**src/rtl/trace_capture_unit_pkg.sv**
```systemverilog
// Shared definitions for the retirement trace recorder: state encoding,
// trace entry layout and the entry-packing helper.
package trace_pkg;

   typedef enum logic [1:0] {
      TRC_IDLE  = 2'd0,
      TRC_ARMED = 2'd1,
      TRC_POST  = 2'd2,
      TRC_DONE  = 2'd3
   } trc_state_t;

   localparam int RD_ADDR_W   = 5;
   localparam int MAX_XLEN    = 64;
   localparam int PACK_W      = 3*MAX_XLEN + RD_ADDR_W + 1;
   localparam int OFF_RD_ADDR = 0;
   localparam int OFF_RD_WE   = RD_ADDR_W;

   function automatic int entry_w(input int xlen);
      return 3*xlen + RD_ADDR_W + 1;
   endfunction

   function automatic int off_alu(input int xlen);
      return RD_ADDR_W + 1 + 0*xlen;
   endfunction

   function automatic int off_instr(input int xlen);
      return RD_ADDR_W + 1 + xlen;
   endfunction

   function automatic int off_pc(input int xlen);
      return RD_ADDR_W + 1 + 2*xlen;
   endfunction

   // Entry layout, MSB first: {pc, instr, alu_out, rd_we, rd_addr}.
   // Callers zero-extend the datapath fields and truncate to entry_w(xlen).
   function automatic logic [PACK_W-1:0] pack_entry(
      input int                    xlen,
      input logic [MAX_XLEN-1:0]   pc,
      input logic [MAX_XLEN-1:0]   instr,
      input logic [MAX_XLEN-1:0]   alu_out,
      input logic                  rd_we,
      input logic [RD_ADDR_W-1:0]  rd_addr
   );
      return (PACK_W'(rd_addr) << OFF_RD_ADDR)
           | (PACK_W'(rd_we)   << OFF_RD_WE)
           | (PACK_W'(alu_out) << off_alu(xlen))
           | (PACK_W'(instr)   << off_instr(xlen))
           | (PACK_W'(pc)      << off_pc(xlen));
   endfunction

endpackage

```
**src/rtl/trace_capture_unit_ram.sv**
```systemverilog
// Trace storage: one write port, one registered read port, no reset on the
// array so it maps onto block RAM.
module trace_ram #(
   parameter  int DW    = 102,
   parameter  int DEPTH = 16,
   localparam int AW    = $clog2(DEPTH)
) (
   input  logic          i_clk,
   input  logic          i_we,
   input  logic [AW-1:0] i_waddr,
   input  logic [DW-1:0] i_wdata,
   input  logic          i_re,
   input  logic [AW-1:0] i_raddr,
   output logic [DW-1:0] o_rdata
);

   logic [DW-1:0] r_mem [DEPTH];
   logic [DW-1:0] r_rdata;

   always_ff @(posedge i_clk) begin
      if (i_we)
         r_mem[i_waddr] <= i_wdata;
      if (i_re)
         r_rdata <= r_mem[i_raddr];
   end

   assign o_rdata = r_rdata;

endmodule

```
**src/rtl/trace_capture_unit.sv**
```systemverilog
// Retirement trace recorder: circular capture with PC/external trigger and
// a post-trigger window, then frozen oldest-first readout.
module trace_capture_unit
   import trace_pkg::*;
#(
   parameter  int XLEN  = 32,
   parameter  int DEPTH = 16,
   localparam int AW    = $clog2(DEPTH)
) (
   input  logic                  clk,
   input  logic                  reset_n,
   input  logic                  arm,
   input  logic                  trig_en,
   input  logic [XLEN-1:0]       trig_pc,
   input  logic                  ext_trig,
   input  logic [AW-1:0]         post_count,
   input  logic                  in_valid,
   input  logic [XLEN-1:0]       in_pc,
   input  logic [XLEN-1:0]       in_instr,
   input  logic [XLEN-1:0]       in_alu_out,
   input  logic                  in_rd_we,
   input  logic [4:0]            in_rd_addr,
   input  logic                  rd_en,
   input  logic [AW-1:0]         rd_idx,
   output logic [3*XLEN+5:0]     rd_data,
   output logic                  rd_valid,
   output logic [1:0]            state,
   output logic [AW:0]           entries,
   output logic [AW-1:0]         trig_idx
);

   localparam int EW = 3*XLEN + 6;

   trc_state_t    r_state;
   logic [AW-1:0] r_wr_ptr;
   logic [AW:0]   r_entries;
   logic [AW-1:0] r_post_left;
   logic [AW-1:0] r_post_sampled;
   logic [AW-1:0] r_trig_idx;
   logic          r_rd_valid;

   logic          w_capturing;
   logic          w_write;
   logic          w_trig;
   logic [AW:0]   w_entries_inc;
   logic [AW:0]   w_trig_calc;
   logic [AW-1:0] w_rd_phys;
   logic          w_rd_ok;
   logic [EW-1:0] w_entry;
   logic [EW-1:0] w_ram_q;

   // arm wins over a same-cycle retirement: the restart cycle never writes.
   assign w_capturing   = (r_state == TRC_ARMED) || (r_state == TRC_POST);
   assign w_write       = w_capturing && in_valid && !arm;
   assign w_trig        = (r_state == TRC_ARMED) && in_valid && !arm &&
                          ((trig_en && (in_pc == trig_pc)) || ext_trig);
   assign w_entries_inc = (r_entries == (AW+1)'(DEPTH)) ? r_entries
                                                        : r_entries + 1'b1;
   assign w_trig_calc   = w_entries_inc - (AW+1)'(1) - {1'b0, r_post_sampled};

   // Entries == DEPTH truncates to 0, which is exactly the wrapped oldest slot.
   assign w_rd_phys = r_wr_ptr - r_entries[AW-1:0] + rd_idx;
   assign w_rd_ok   = rd_en && (r_state == TRC_DONE) && ({1'b0, rd_idx} < r_entries);

   assign w_entry = EW'(pack_entry(XLEN, MAX_XLEN'(in_pc), MAX_XLEN'(in_instr),
                                   MAX_XLEN'(in_alu_out), in_rd_we, in_rd_addr));

   always_ff @(posedge clk or negedge reset_n) begin
      if (!reset_n) begin
         r_state        <= TRC_IDLE;
         r_wr_ptr       <= '0;
         r_entries      <= '0;
         r_post_left    <= '0;
         r_post_sampled <= '0;
         r_trig_idx     <= '0;
         r_rd_valid     <= 1'b0;
      end else begin
         r_rd_valid <= w_rd_ok;
         if (arm) begin
            r_state     <= TRC_ARMED;
            r_wr_ptr    <= '0;
            r_entries   <= '0;
            r_post_left <= '0;
         end else begin
            case (r_state)
               TRC_ARMED: begin
                  if (in_valid) begin
                     r_wr_ptr  <= r_wr_ptr + 1'b1;
                     r_entries <= w_entries_inc;
                     if (w_trig) begin
                        if (post_count == '0) begin
                           r_state    <= TRC_DONE;
                           r_trig_idx <= AW'(w_entries_inc - (AW+1)'(1));
                        end else begin
                           r_state        <= TRC_POST;
                           r_post_left    <= post_count;
                           r_post_sampled <= post_count;
                        end
                     end
                  end
               end
               TRC_POST: begin
                  if (in_valid) begin
                     r_wr_ptr    <= r_wr_ptr + 1'b1;
                     r_entries   <= w_entries_inc;
                     r_post_left <= r_post_left - 1'b1;
                     if (r_post_left == AW'(1)) begin
                        r_state    <= TRC_DONE;
                        r_trig_idx <= w_trig_calc[AW-1:0];
                     end
                  end
               end
               default: ;
            endcase
         end
      end
   end

   trace_ram #(
      .DW    (EW),
      .DEPTH (DEPTH)
   ) u_ram (
      .i_clk   (clk),
      .i_we    (w_write),
      .i_waddr (r_wr_ptr),
      .i_wdata (w_entry),
      .i_re    (w_rd_ok),
      .i_raddr (w_rd_phys),
      .o_rdata (w_ram_q)
   );

   // The RAM output register has no reset, so gate it with the reset-clean valid.
   assign rd_data  = r_rd_valid ? w_ram_q : '0;
   assign rd_valid = r_rd_valid;
   assign state    = r_state;
   assign entries  = r_entries;
   assign trig_idx = r_trig_idx;

endmodule

```
**config.mk**
```make
export PLATFORM = sky130hd
export DESIGN_NAME = trace_capture_unit
export DESIGN_NICKNAME = d
export VERILOG_FILES = /design/src/rtl/trace_capture_unit_pkg.sv /design/src/rtl/trace_capture_unit_ram.sv /design/src/rtl/trace_capture_unit.sv
export SDC_FILE = /design/constraint.sdc
export NUM_CORES = 1
export LEC_CHECK = 0
export BUFFER_PORTS_ARGS = -buffer_cell sky130_fd_sc_hd__buf_2
export CORE_MARGIN = 5
export CORE_UTILIZATION = 50
export DETAILED_ROUTE_END_ITERATION = 10
export PLACE_DENSITY = 0.65
export SLEW_MARGIN = 20
export SYNTH_ARGS = -nofsm -noshare
export SYNTH_HDL_FRONTEND = slang
export SYNTH_SLANG_ARGS = --single-unit
```
**constraint.sdc**
```tcl
create_clock -name clk -period 18.6 [get_ports clk]
set_clock_uncertainty 0.1 [all_clocks]
set_input_delay 1.86 -clock clk [delete_from_list [all_inputs] [get_ports clk]]
set_output_delay 1.86 -clock clk [all_outputs]
set_load 0.03 [all_outputs]
```
# Yosys cells after proc, flatten, opt, wreduce, memory -nomap -nowiden
# Memories as Yosys holds them, arrays and structs flattened. A register that Yosys moved wholly into a read port is not among the register bits.
# Index checks and enable logic that the tools add are counted.
word_totals:
  ramBits: 1632
  wordCells: 89
  n_memories: 1
  output_inout_bits: 114
  register_bits: 24
  inputBits: 149
classes:
  n_reduce_logical: 22
  n_mux: 29
  order_cmp: 1
  bitwise_logic: 6
  n_eq_ne: 16
  add_sub_neg: 7
memory_table:
  columns: ["name", "words", "width", "rd", "rd_ports_with_merged_regs", "write_ports", "line", "text"]
  rows:
  - ["u_ram.r_mem", 16, 102, 1, 1, 1, "trace_capture_unit_ram.sv:17", "logic [DW-1:0] r_mem [DEPTH];"]
ops:
  columns: ["op", "count"]
  rows:
  - ["$mux 102", 1]
  - ["$or 70x102->102", 1]
  - ["$or 38x70->70", 1]
  - ["$mux 4", 13]
  - ["$or 6x38->38", 1]
  - ["$eq 32x32->1", 1]
  - ["$mux 5", 4]
  - ["$pmux 4 s2", 2]
  - ["$reduce_and 5->1", 3]
  - ["$ne 3x3->1 const B", 4]
  - ["$mux 2", 5]
  - ["$logic_and 1x1->1", 8]
  - ["$sub 4x1->4 const B", 2]
  - ["$sub 4x4->4", 2]
  - ["$reduce_and 7->1", 1]
  - ["$ne 2x2->1 const B", 3]
  - ["$or 5x6->6", 1]
  - ["$reduce_bool 2->1", 3]
  - ["$add 5x1->5 const B", 1]
  - ["$eq 5x5->1 const B", 1]
  - ["$lt 4x5->1", 1]
  - ["$add 4x1->4 const B", 1]
  - ["$add 4x4->4", 1]
  - ["$eq 2x2->1 const B", 2]
  - ["other kinds (13)", 18]

# Longest topological paths before layout
# Gate-level depths: netlist of the first run.
depth:
  word_depth: 8
  depth_mapped: 13
  mapped_depth_nobuf: 13

# By module
# Synthesis of the first run repeated with hierarchy kept, for this count alone.
unflattened:
  hier_cells: 2971
  hier_area_um2: 66872.9
by_module_without_submodules:
  columns: ["module", "area_per_inst_um2", "seq_area_each_um2", "instances", "cells_per_inst"]
  rows:
  - ["trace_ram", 63980.1, 52069.9, 1, 2610]
  - ["trace_capture_unit", 2892.8, 600.6, 1, 361]

# Least setup slack after synthesis of the first run
# OpenSTA, ideal clock, no wires.
synth_path:
  path_type: "input to register"
  start: "input port arm"
  end: "memory u_ram.r_mem[3][0], enable pin"
  slack_ns: 8.578
  arrival_ns: 9.234
  required_ns: 17.812
  path_buffers: 1
  stages: 4
  setup_ns: 0.688
  path_cell_list: "buf_2 > nor2_1 > nand2_1 > nor3_1"
synth_via:
  elab_chain_len: 4
synth_rtl:
  columns: ["item", "line", "text"]
  rows:
  - ["from (decl)", "trace_capture_unit.sv:12", "input logic arm,"]
  - ["$logic_not 1->1", "trace_capture_unit.sv:54", "assign w_write = w_capturing && in_valid && !arm;"]
  - ["$logic_and 1x1->1", "trace_capture_unit.sv:54", null]
  - ["$mux 1", "trace_capture_unit_ram.sv:21", "if (i_we)"]
  - ["$mux 1 (not written as such)", "trace_capture_unit_ram.sv:22", "r_mem[i_waddr] <= i_wdata;"]
  - ["to (decl)", "trace_capture_unit_ram.sv:17", null]
# Every way passes these cells.

# Final worst setup path of the first run
layout_path:
  start: "input port rd_idx[1]"
  end: "register u_ram.r_rdata[89], in the netlist u_ram.o_rdata[89], read port of u_ram.r_mem, data pin"
layout_via:
  elab_chain_len: 2
  word_cells_on_any_way: 3
  cone_classes: "add/sub (1); order compare (1); reduce/logical (1)"
layout_rtl:
  columns: ["item", "line", "text"]
  rows:
  - ["from (decl)", "trace_capture_unit.sv:24", "input logic [AW-1:0] rd_idx,"]
  - ["$lt 4x5->1", "trace_capture_unit.sv:63", "assign w_rd_ok = rd_en && (r_state == TRC_DONE) && ({1'b0, rd_idx} < r_entries);"]
  - ["$logic_and 1x1->1", "trace_capture_unit.sv:63", null]
  - ["to (decl)", "trace_capture_unit_ram.sv:18", "logic [DW-1:0] r_rdata;"]
# Several ways; a longest one is shown, not always the timed one.
# A chain may end at the register's enable or synchronous reset.

==> results of run 1 <==
==> power groups by stage <==
| stage | clock network [mW] | registers [mW] | logic [mW] |
|---|---|---|---|
| final | 3.35 | 4.46 | 1.70 |
| after CTS | 3.41 | 4.46 | 1.73 |
| after floorplan | 0 | 4.55 | 1.32 |
| after detailed placement | 0 | 4.54 | 1.72 |
| after global routing | 3.59 | 4.46 | 1.82 |
| after global placement | 0 | 4.54 | 1.68 |
==> stage by stage <==
step / util, % / cells
global placement: 52.9 / 4707
floorplan: - / 2750
global route: 57.0 / 5023
detailed placement: 52.9 / 4707
finish: 57.0 / 5036
CTS: 57.0 / 5021
==> critical path, stage by stage <==
cell	delay [ps]
sky130_fd_sc_hd__buf_2	100
sky130_fd_sc_hd__inv_1	60
sky130_fd_sc_hd__fa_1	520
sky130_fd_sc_hd__fa_4	1420
sky130_fd_sc_hd__buf_4	940
sky130_fd_sc_hd__buf_4	930
sky130_fd_sc_hd__mux4_2	420
sky130_fd_sc_hd__mux4_2	490
==> cells by family after synthesis <==
| group | synth area share, % |
|---|---|
| AND/OR/NAND/NOR | 1.71 |
| adder cells (fa/ha/maj) | 0.529 |
| flip-flops | 78.3 |
| buffers and inverters | 1.16 |
| multiplexers | 17.2 |
| AO/OA/AOI/OAI | 0.434 |
| XOR/XNOR | 0.594 |
==> registers in the layout, indices dropped and copies added, names as in the netlist <==
| signal | flops |
|---|---|
| u_ram.r_mem | 1632 |
| u_ram.o_rdata | 102 |
| r_post_left | 4 |
| trig_idx | 4 |
| r_post_sampled | 4 |
| r_wr_ptr | 4 |
| state | 2 |
| rd_valid | 1 |
| entries | 5 |
==> worst paths after layout <==
kind,start,to,slack [ps],cells after the start
min in group asynchronous,reset_n,r_post_sampled[0],970,1
hold reg to reg,trig_idx[1],trig_idx[1],380,1
setup / recovery,rd_idx[1],u_ram.o_rdata[89],12100,8
max in group asynchronous,reset_n,rd_valid,16990,1
hold / removal,trig_idx[1],trig_idx[1],380,1
setup reg to reg,entries[0],u_ram.o_rdata[89],12700,9
==> routing by layer <==
metal / share of wire [%] / global-route usage, %
met5: 0.056 / 0
met4: 2.3 / 5.69
met3: 7.3 / 4.87
met2: 51 / 37.7
met1: 39 / 30.7
==> layout by cell type (no fill, tap or decap), drive strengths merged, types with 14 or more instances in the layout <==
cell / count
edfxtp: 1734
mux4: 510
buf: 321
clkbuf: 217
and2: 104
clkinv: 74
inv: 35
xor2: 31
nor2: 28
dfrtp: 24
ha: 22
nand2: 20
a21oi: 16
diode: 14
==> cell type report <==
cell class / instances / share of cell area (%)
clock inverters: 97 / 1.07
flip-flops and latches: 1758 / 69.1
inverters: 29 / 0.143
diodes: 14 / 0.0460
clock buffers: 217 / 6.06
multi-input cells: 832 / 18.3
repair buffers: 321 / 2.38
well taps: 1768 / 2.90
==> flow_results.xml, run 1 <==
<?xml version="1.0" encoding="UTF-8"?>
<metrics>
  <group name="place">
    <metric name="placement.io_buffers" unit="">262</metric>
    <metric name="detailedPlacementHpwl" unit="microns">81800</metric>
    <metric name="preCtsSetupSlack" unit="ps">11290</metric>
    <metric name="routabilityCongestion" unit="">0.808</metric>
    <metric name="postPlaceCellArea" unit="sq mm">0.0707</metric>
  </group>
  <group name="sta">
    <metric name="final.setup.tns" unit="ps">0</metric>
    <metric name="worst-slew-pin-transition" unit="ps">1150</metric>
    <metric name="rsz_0062_raised_after_global_routing" unit="">no</metric>
    <metric name="timing_hold_violations_final" unit="">0</metric>
    <metric name="slew-limit-headroom" unit="%">23.3</metric>
    <metric name="final_period_minus_worst_setup_slack" unit="ps">6500</metric>
    <metric name="layout_worst_path_cycle_share" unit="%">34.9</metric>
    <metric name="timing.final.setup_violations" unit="">0</metric>
    <metric name="fmaxAchievable" unit="GHz">0.154</metric>
    <metric name="timing.final.max_slew_violations" unit="">0</metric>
    <metric name="layout_setup_ws" unit="ps">12100</metric>
    <metric name="worst_hold_slack" unit="ps">383</metric>
  </group>
  <group name="die">
    <metric name="io_pins" unit="">263</metric>
    <metric name="core_area" unit="sq mm">0.134</metric>
    <metric name="die_h" unit="microns">377</metric>
    <metric name="die-width" unit="microns">377</metric>
    <metric name="initial_utilization" unit="%">50.3</metric>
    <metric name="die_area" unit="sq mm">0.142</metric>
    <metric name="rows" unit="">134</metric>
  </group>
  <group name="finish">
    <metric name="area_delta_synth_final" unit="%">13.4</metric>
    <metric name="area_of_the_multi_input_gates" unit="sq mm">0.0139</metric>
    <metric name="stdcell_area" unit="sq mm">0.0762</metric>
    <metric name="num-nets-final" unit="">3291</metric>
    <metric name="register_area" unit="sq mm">0.0527</metric>
    <metric name="layout-drive-gt1-share" unit="%">33.7</metric>
    <metric name="fillers" unit="">9476</metric>
  </group>
  <group name="route">
    <metric name="route.final.wire_length" unit="microns">159000</metric>
    <metric name="drt-wirelength-per-cell" unit="microns">31.5</metric>
    <metric name="detail_route.first_pass.iterations" unit="">5</metric>
    <metric name="route.antenna.remaining_nets" unit="">0</metric>
    <metric name="via_count" unit="">30600</metric>
    <metric name="drt_first_iter_violations" unit="">3429</metric>
    <metric name="drt_drc_violations_left" unit="">0</metric>
    <metric name="viasPerCell" unit="">6.08</metric>
  </group>
  <group name="synth">
    <metric name="synth_sequential_area_ratio" unit="%">78.3</metric>
    <metric name="synth_cells" unit="">2750</metric>
    <metric name="synth.ff_latch_count" unit="">1758</metric>
    <metric name="synthesis.area" unit="sq mm">0.0672</metric>
    <metric name="synth.most_common_cell" unit="">sky130_fd_sc_hd__edfxtp_1</metric>
    <metric name="yosysTopAreaCell" unit="">sky130_fd_sc_hd__edfxtp_1</metric>
    <metric name="synth_async_sr_flop_share" unit="%">1.37</metric>
    <metric name="synthesis_warnings" unit="">0</metric>
    <metric name="top_cells_by_count_synth" unit="">sky130_fd_sc_hd__edfxtp_1, sky130_fd_sc_hd__mux4_2, sky130_fd_sc_hd__and2_1, sky130_fd_sc_hd__clkbuf_1, sky130_fd_sc_hd__buf_2</metric>
    <metric name="synth_enable_flop_cells" unit="">1734</metric>
    <metric name="postSynthAreaPerCell" unit="sq um">24.4</metric>
    <metric name="synth.top_cell.area_share" unit="%">77.4</metric>
    <metric name="synth_nets" unit="">2925</metric>
    <metric name="yosys.cell_types.count" unit="">52</metric>
    <metric name="synthTopCellsByArea" unit="">sky130_fd_sc_hd__edfxtp_1, sky130_fd_sc_hd__mux4_2, sky130_fd_sc_hd__and2_1</metric>
    <metric name="synth_ff_type" unit="">sky130_fd_sc_hd__edfxtp_1</metric>
  </group>
  <group name="critical_path">
    <metric name="critical_path_start_end_classification" unit="">in2reg</metric>
    <metric name="timing.critical_path.required" unit="ps">19030</metric>
    <metric name="cp-start-kind" unit="">primary input</metric>
    <metric name="timing.critical_path.fanout_max" unit="">76</metric>
    <metric name="timing.critical_path.to_type" unit="">register</metric>
    <metric name="arrival" unit="ps">6930</metric>
  </group>
  <group name="global_routing">
    <metric name="globalRouteOverflowTotal" unit="">0</metric>
    <metric name="via_count_of_the_first_global_routing_pass" unit="">32200</metric>
    <metric name="grt_antenna_before_repair" unit="">36</metric>
    <metric name="gr-usage-all-layers" unit="%">22.5</metric>
    <metric name="grt_first_pass_wirelength" unit="microns">228000</metric>
    <metric name="maximum_number_of_pins_on_one_net_before_global_route_repair" unit="">141</metric>
  </group>
  <group name="power">
    <metric name="cellInternalPower" unit="mW">7.25</metric>
    <metric name="seq_power_share" unit="%">46.9</metric>
    <metric name="power_density" unit="mW/mm^2">125</metric>
    <metric name="total_power" unit="mW">9.50</metric>
    <metric name="peakVddDrop" unit="uV">103</metric>
    <metric name="switching_share" unit="%">23.7</metric>
    <metric name="power.static_leakage" unit="nW">24.5</metric>
    <metric name="net-switching-power" unit="mW">2.26</metric>
    <metric name="power.share.clock" unit="%">35.2</metric>
    <metric name="comb_power_share" unit="%">17.8</metric>
  </group>
  <group name="clock_tree">
    <metric name="cts.path.max_buffers" unit="">3</metric>
    <metric name="cts_inserted_buffers" unit="">174</metric>
    <metric name="tritoncts" unit="">done</metric>
    <metric name="post_cts_resize_count" unit="">0</metric>
    <metric name="numClockSinks" unit="">1758</metric>
    <metric name="cts_setup_buffers" unit="">0</metric>
    <metric name="clk_pin_slew_worst_paths" unit="ps">60</metric>
    <metric name="cts.root.buffer_cell" unit="">sky130_fd_sc_hd__clkbuf_16</metric>
    <metric name="clk-insertion-delay-late" unit="ps">800</metric>
    <metric name="ctsHoldBuffers" unit="">0</metric>
    <metric name="htreeDepth" unit="">4</metric>
  </group>
  <group name="run">
    <metric name="cap_viol_max_count" unit="">0</metric>
  </group>
  <group name="run_status">
    <metric name="run_status" unit="">complete, no violations</metric>
  </group>
  <group name="hold_path">
    <metric name="min-delay-path-class" unit="">reg2reg</metric>
  </group>
</metrics>
Power figures use the tool's default switching activity.
==> run 2, diff against run 1 <==
- PLACE_DENSITY: 0.65 -> 0.67
- clock period: 18.6 -> 5.9 ns (I/O delays scaled with it)
==> run 2 against run 1 <==
Compared with the run above:
- clock power grew to 3.1 times the previous value
- final cell count grew 0.26%
- global-route usage fell by 0.42 points
- routed wire length down 2.0%
- core utilization increased by 0.34 points
- critical path type is now reg2reg
==> flow_results.xml, run 2 (synthesized netlist as in run 1, its figures left out) <==
<?xml version="1.0" encoding="UTF-8"?>
<metrics>
  <group name="critical_path">
    <metric name="regToRegStartpoint" unit="">r_wr_ptr[0]</metric>
    <metric name="slowest_stage" unit="">sky130_fd_sc_hd__fa_4</metric>
    <metric name="critical-path-max-stage-delay" unit="ps">1280</metric>
    <metric name="reg2reg_slack" unit="ps">1640</metric>
    <metric name="critPathTopFamily" unit="">adder cells</metric>
    <metric name="critical_path_start_end_classification" unit="">reg2reg</metric>
    <metric name="timing.critical_path.to_type" unit="">register</metric>
    <metric name="reg2reg_depth" unit="">9</metric>
    <metric name="path_cells" unit="">inv_1 &gt; ha_1 &gt; inv_1 &gt; ha_4 &gt; inv_1 &gt; fa_4 &gt; buf_12 &gt; mux4_2 &gt; mux4_2</metric>
    <metric name="arrival" unit="ps">4660</metric>
    <metric name="cp-start-kind" unit="">register</metric>
    <metric name="timing.critical_path.required" unit="ps">6300</metric>
    <metric name="timing.critical_path.fanout_max" unit="">87</metric>
    <metric name="timing.critical_path.mode_cell" unit="">sky130_fd_sc_hd__inv_1</metric>
    <metric name="regToRegEndpoint" unit="">u_ram.o_rdata[37]</metric>
    <metric name="worstPathBufferInverterCount" unit="">4</metric>
  </group>
  <group name="sta">
    <metric name="layout_setup_ws" unit="ps">1640</metric>
    <metric name="timing_hold_violations_final" unit="">0</metric>
    <metric name="fmaxAchievable" unit="GHz">0.235</metric>
    <metric name="slew-limit-headroom" unit="%">30.7</metric>
    <metric name="final_period_minus_worst_setup_slack" unit="ps">4260</metric>
    <metric name="rsz_0062_raised_after_global_routing" unit="">no</metric>
    <metric name="layout_worst_path_cycle_share" unit="%">72.2</metric>
    <metric name="worst-slew-pin-transition" unit="ps">1040</metric>
    <metric name="timing.final.max_slew_violations" unit="">0</metric>
    <metric name="worst_hold_slack" unit="ps">83.3</metric>
    <metric name="timing.final.setup_violations" unit="">0</metric>
  </group>
  <group name="place">
    <metric name="routabilityCongestion" unit="">0.778</metric>
    <metric name="postPlaceCellArea" unit="sq mm">0.0712</metric>
    <metric name="detailedPlacementHpwl" unit="microns">81000</metric>
    <metric name="numPlacedInstances" unit="">4720</metric>
    <metric name="placement.io_buffers" unit="">262</metric>
    <metric name="preCtsSetupSlack" unit="ps">1520</metric>
  </group>
  <group name="die">
    <metric name="core_area" unit="sq mm">0.134</metric>
    <metric name="die-width" unit="microns">377</metric>
    <metric name="io_pins" unit="">263</metric>
    <metric name="initial_utilization" unit="%">50.3</metric>
    <metric name="rows" unit="">134</metric>
    <metric name="die_h" unit="microns">377</metric>
    <metric name="die_area" unit="sq mm">0.142</metric>
  </group>
  <group name="hold_path">
    <metric name="hold-path-endpoint" unit="">u_ram.r_mem[8][42]</metric>
    <metric name="hold_depth" unit="">1</metric>
    <metric name="worst_hold_start" unit="">in_instr[4]</metric>
    <metric name="min-delay-path-class" unit="">in2reg</metric>
  </group>
  <group name="finish">
    <metric name="mostFrequentLayoutCells" unit="">sky130_fd_sc_hd__edfxtp_1, sky130_fd_sc_hd__mux4_2, sky130_fd_sc_hd__buf_2</metric>
    <metric name="area_of_the_multi_input_gates" unit="sq mm">0.0140</metric>
    <metric name="stdcell_area" unit="sq mm">0.0767</metric>
    <metric name="num-nets-final" unit="">3307</metric>
    <metric name="number_of_flip_flops_under_the_largest_register_name" unit="">1632</metric>
    <metric name="fillers" unit="">9437</metric>
    <metric name="mostFrequentLayoutCell" unit="">sky130_fd_sc_hd__edfxtp_1</metric>
    <metric name="area_delta_synth_final" unit="%">14.1</metric>
    <metric name="register_area" unit="sq mm">0.0527</metric>
    <metric name="layout-drive-gt1-share" unit="%">33.4</metric>
    <metric name="regMostFlops" unit="">u_ram.r_mem</metric>
    <metric name="final-instance-count-excl-fill" unit="">5049</metric>
  </group>
  <group name="route">
    <metric name="detail_route.first_pass.iterations" unit="">7</metric>
    <metric name="route.antenna.remaining_nets" unit="">0</metric>
    <metric name="via_count" unit="">30700</metric>
    <metric name="drt_first_iter_violations" unit="">3083</metric>
    <metric name="route.final.wire_length" unit="microns">156000</metric>
    <metric name="drt_drc_violations_left" unit="">0</metric>
    <metric name="drt-wirelength-per-cell" unit="microns">30.8</metric>
    <metric name="viasPerCell" unit="">6.09</metric>
  </group>
  <group name="clock_tree">
    <metric name="cts_inserted_buffers" unit="">173</metric>
    <metric name="numClockSinks" unit="">1758</metric>
    <metric name="cts_setup_buffers" unit="">0</metric>
    <metric name="clk_pin_slew_worst_paths" unit="ps">60</metric>
    <metric name="tritoncts" unit="">done</metric>
    <metric name="cts.root.buffer_cell" unit="">sky130_fd_sc_hd__clkbuf_16</metric>
    <metric name="htreeDepth" unit="">4</metric>
    <metric name="post_cts_resize_count" unit="">0</metric>
    <metric name="cts.path.max_buffers" unit="">3</metric>
    <metric name="clk-insertion-delay-late" unit="ps">780</metric>
  </group>
  <group name="run">
    <metric name="cap_viol_max_count" unit="">0</metric>
  </group>
  <group name="power">
    <metric name="power.static_leakage" unit="nW">24.6</metric>
    <metric name="total_power" unit="mW">30.0</metric>
    <metric name="power_density" unit="mW/mm^2">391</metric>
    <metric name="peakVddDrop" unit="uV">356</metric>
  </group>
  <group name="global_routing">
    <metric name="grt_antenna_before_repair" unit="">30</metric>
    <metric name="gr-usage-all-layers" unit="%">22.1</metric>
    <metric name="maximum_number_of_pins_on_one_net_before_global_route_repair" unit="">97</metric>
    <metric name="grt_first_pass_wirelength" unit="microns">226000</metric>
    <metric name="via_count_of_the_first_global_routing_pass" unit="">32500</metric>
    <metric name="globalRouteOverflowTotal" unit="">0</metric>
  </group>
  <group name="run_status">
    <metric name="run_status" unit="">complete, no violations</metric>
  </group>
</metrics>
[run 2: cell count changes in the layout (fill, tap and decap cells not counted), moves of 5 or more]
cell	before	now
sky130_fd_sc_hd__buf_12	3	33
sky130_fd_sc_hd__buf_4	54	38
sky130_fd_sc_hd__clkbuf_1	37	55
sky130_fd_sc_hd__clkinv_2	27	14
sky130_fd_sc_hd__dlygate4sd3_1	0	5
sky130_fd_sc_hd__inv_6	2	7
[run 2: where the power goes]
group	switching, mW	leakage [nW]	internal (mW)
logic	2.48	6.06	2.92
registers	0.0373	15.9	14.0
clock network	4.44	2.60	6.09
total	6.96	24.6	23.0
[run 2: layout make-up]
| class | count | share of cell area [%] |
|---|---|---|
| antenna | 11 | 0.0359 |
| clock buffer | 233 | 6.08 |
| clock inverter | 80 | 0.953 |
| inverter | 29 | 0.142 |
| multi-input combinational | 832 | 18.2 |
| sequential | 1758 | 68.7 |
| tap | 1768 | 2.88 |
| timing repair buffer | 338 | 3.01 |
[run 2: worst max path at each step]
stage / startpoint / endpoint / slack, ps / cells after the start
floorplan: state[0] / u_ram.r_mem[15][0] / -490 / 6
global route: r_wr_ptr[0] / u_ram.o_rdata[37] / 1510 / 9
finish: r_wr_ptr[0] / u_ram.o_rdata[37] / 1640 / 9
CTS: r_wr_ptr[0] / u_ram.o_rdata[33] / 1670 / 9
detailed placement: rd_idx[1] / u_ram.o_rdata[37] / 1520 / 7
global placement: rd_idx[1] / u_ram.o_rdata[36] / 1560 / 7
[run 2: metal layers]
layer  vias up  routed length (microns)  global-route usage [%]
met1     16700                    60000                    29.3
met5         -                       82                       0
li1      12500                        -                       -
met4        12                     3970                    6.18
met3       264                    10900                    4.49
met2      1241                    80700                    37.8
[run 2: worst reg2reg max path: cells and delay by family, from the launching register on]
| kind | cells | cell delay (ps) |
|---|---|---|
| muxes | 2 | 980 |
| DFF | 1 | 440 |
| buffers and inverters | 4 | 770 |
| adders and majority gates | 3 | 1690 |
[run 2: repair_timing]
item	4_1_cts	5_1_grt
setup endpoints to repair	0	0
endpoints found under the hold margin	28	0
hold buffers	5	0
[run 2: metrics by stage]
stage,util (%),TNS (ps)
6_report,57.4,0
3_3_place_gp,53.3,0
3_5_place_dp,53.3,0
5_1_grt,57.4,0
4_1_cts,57.4,0
2_1_floorplan,-,-622240
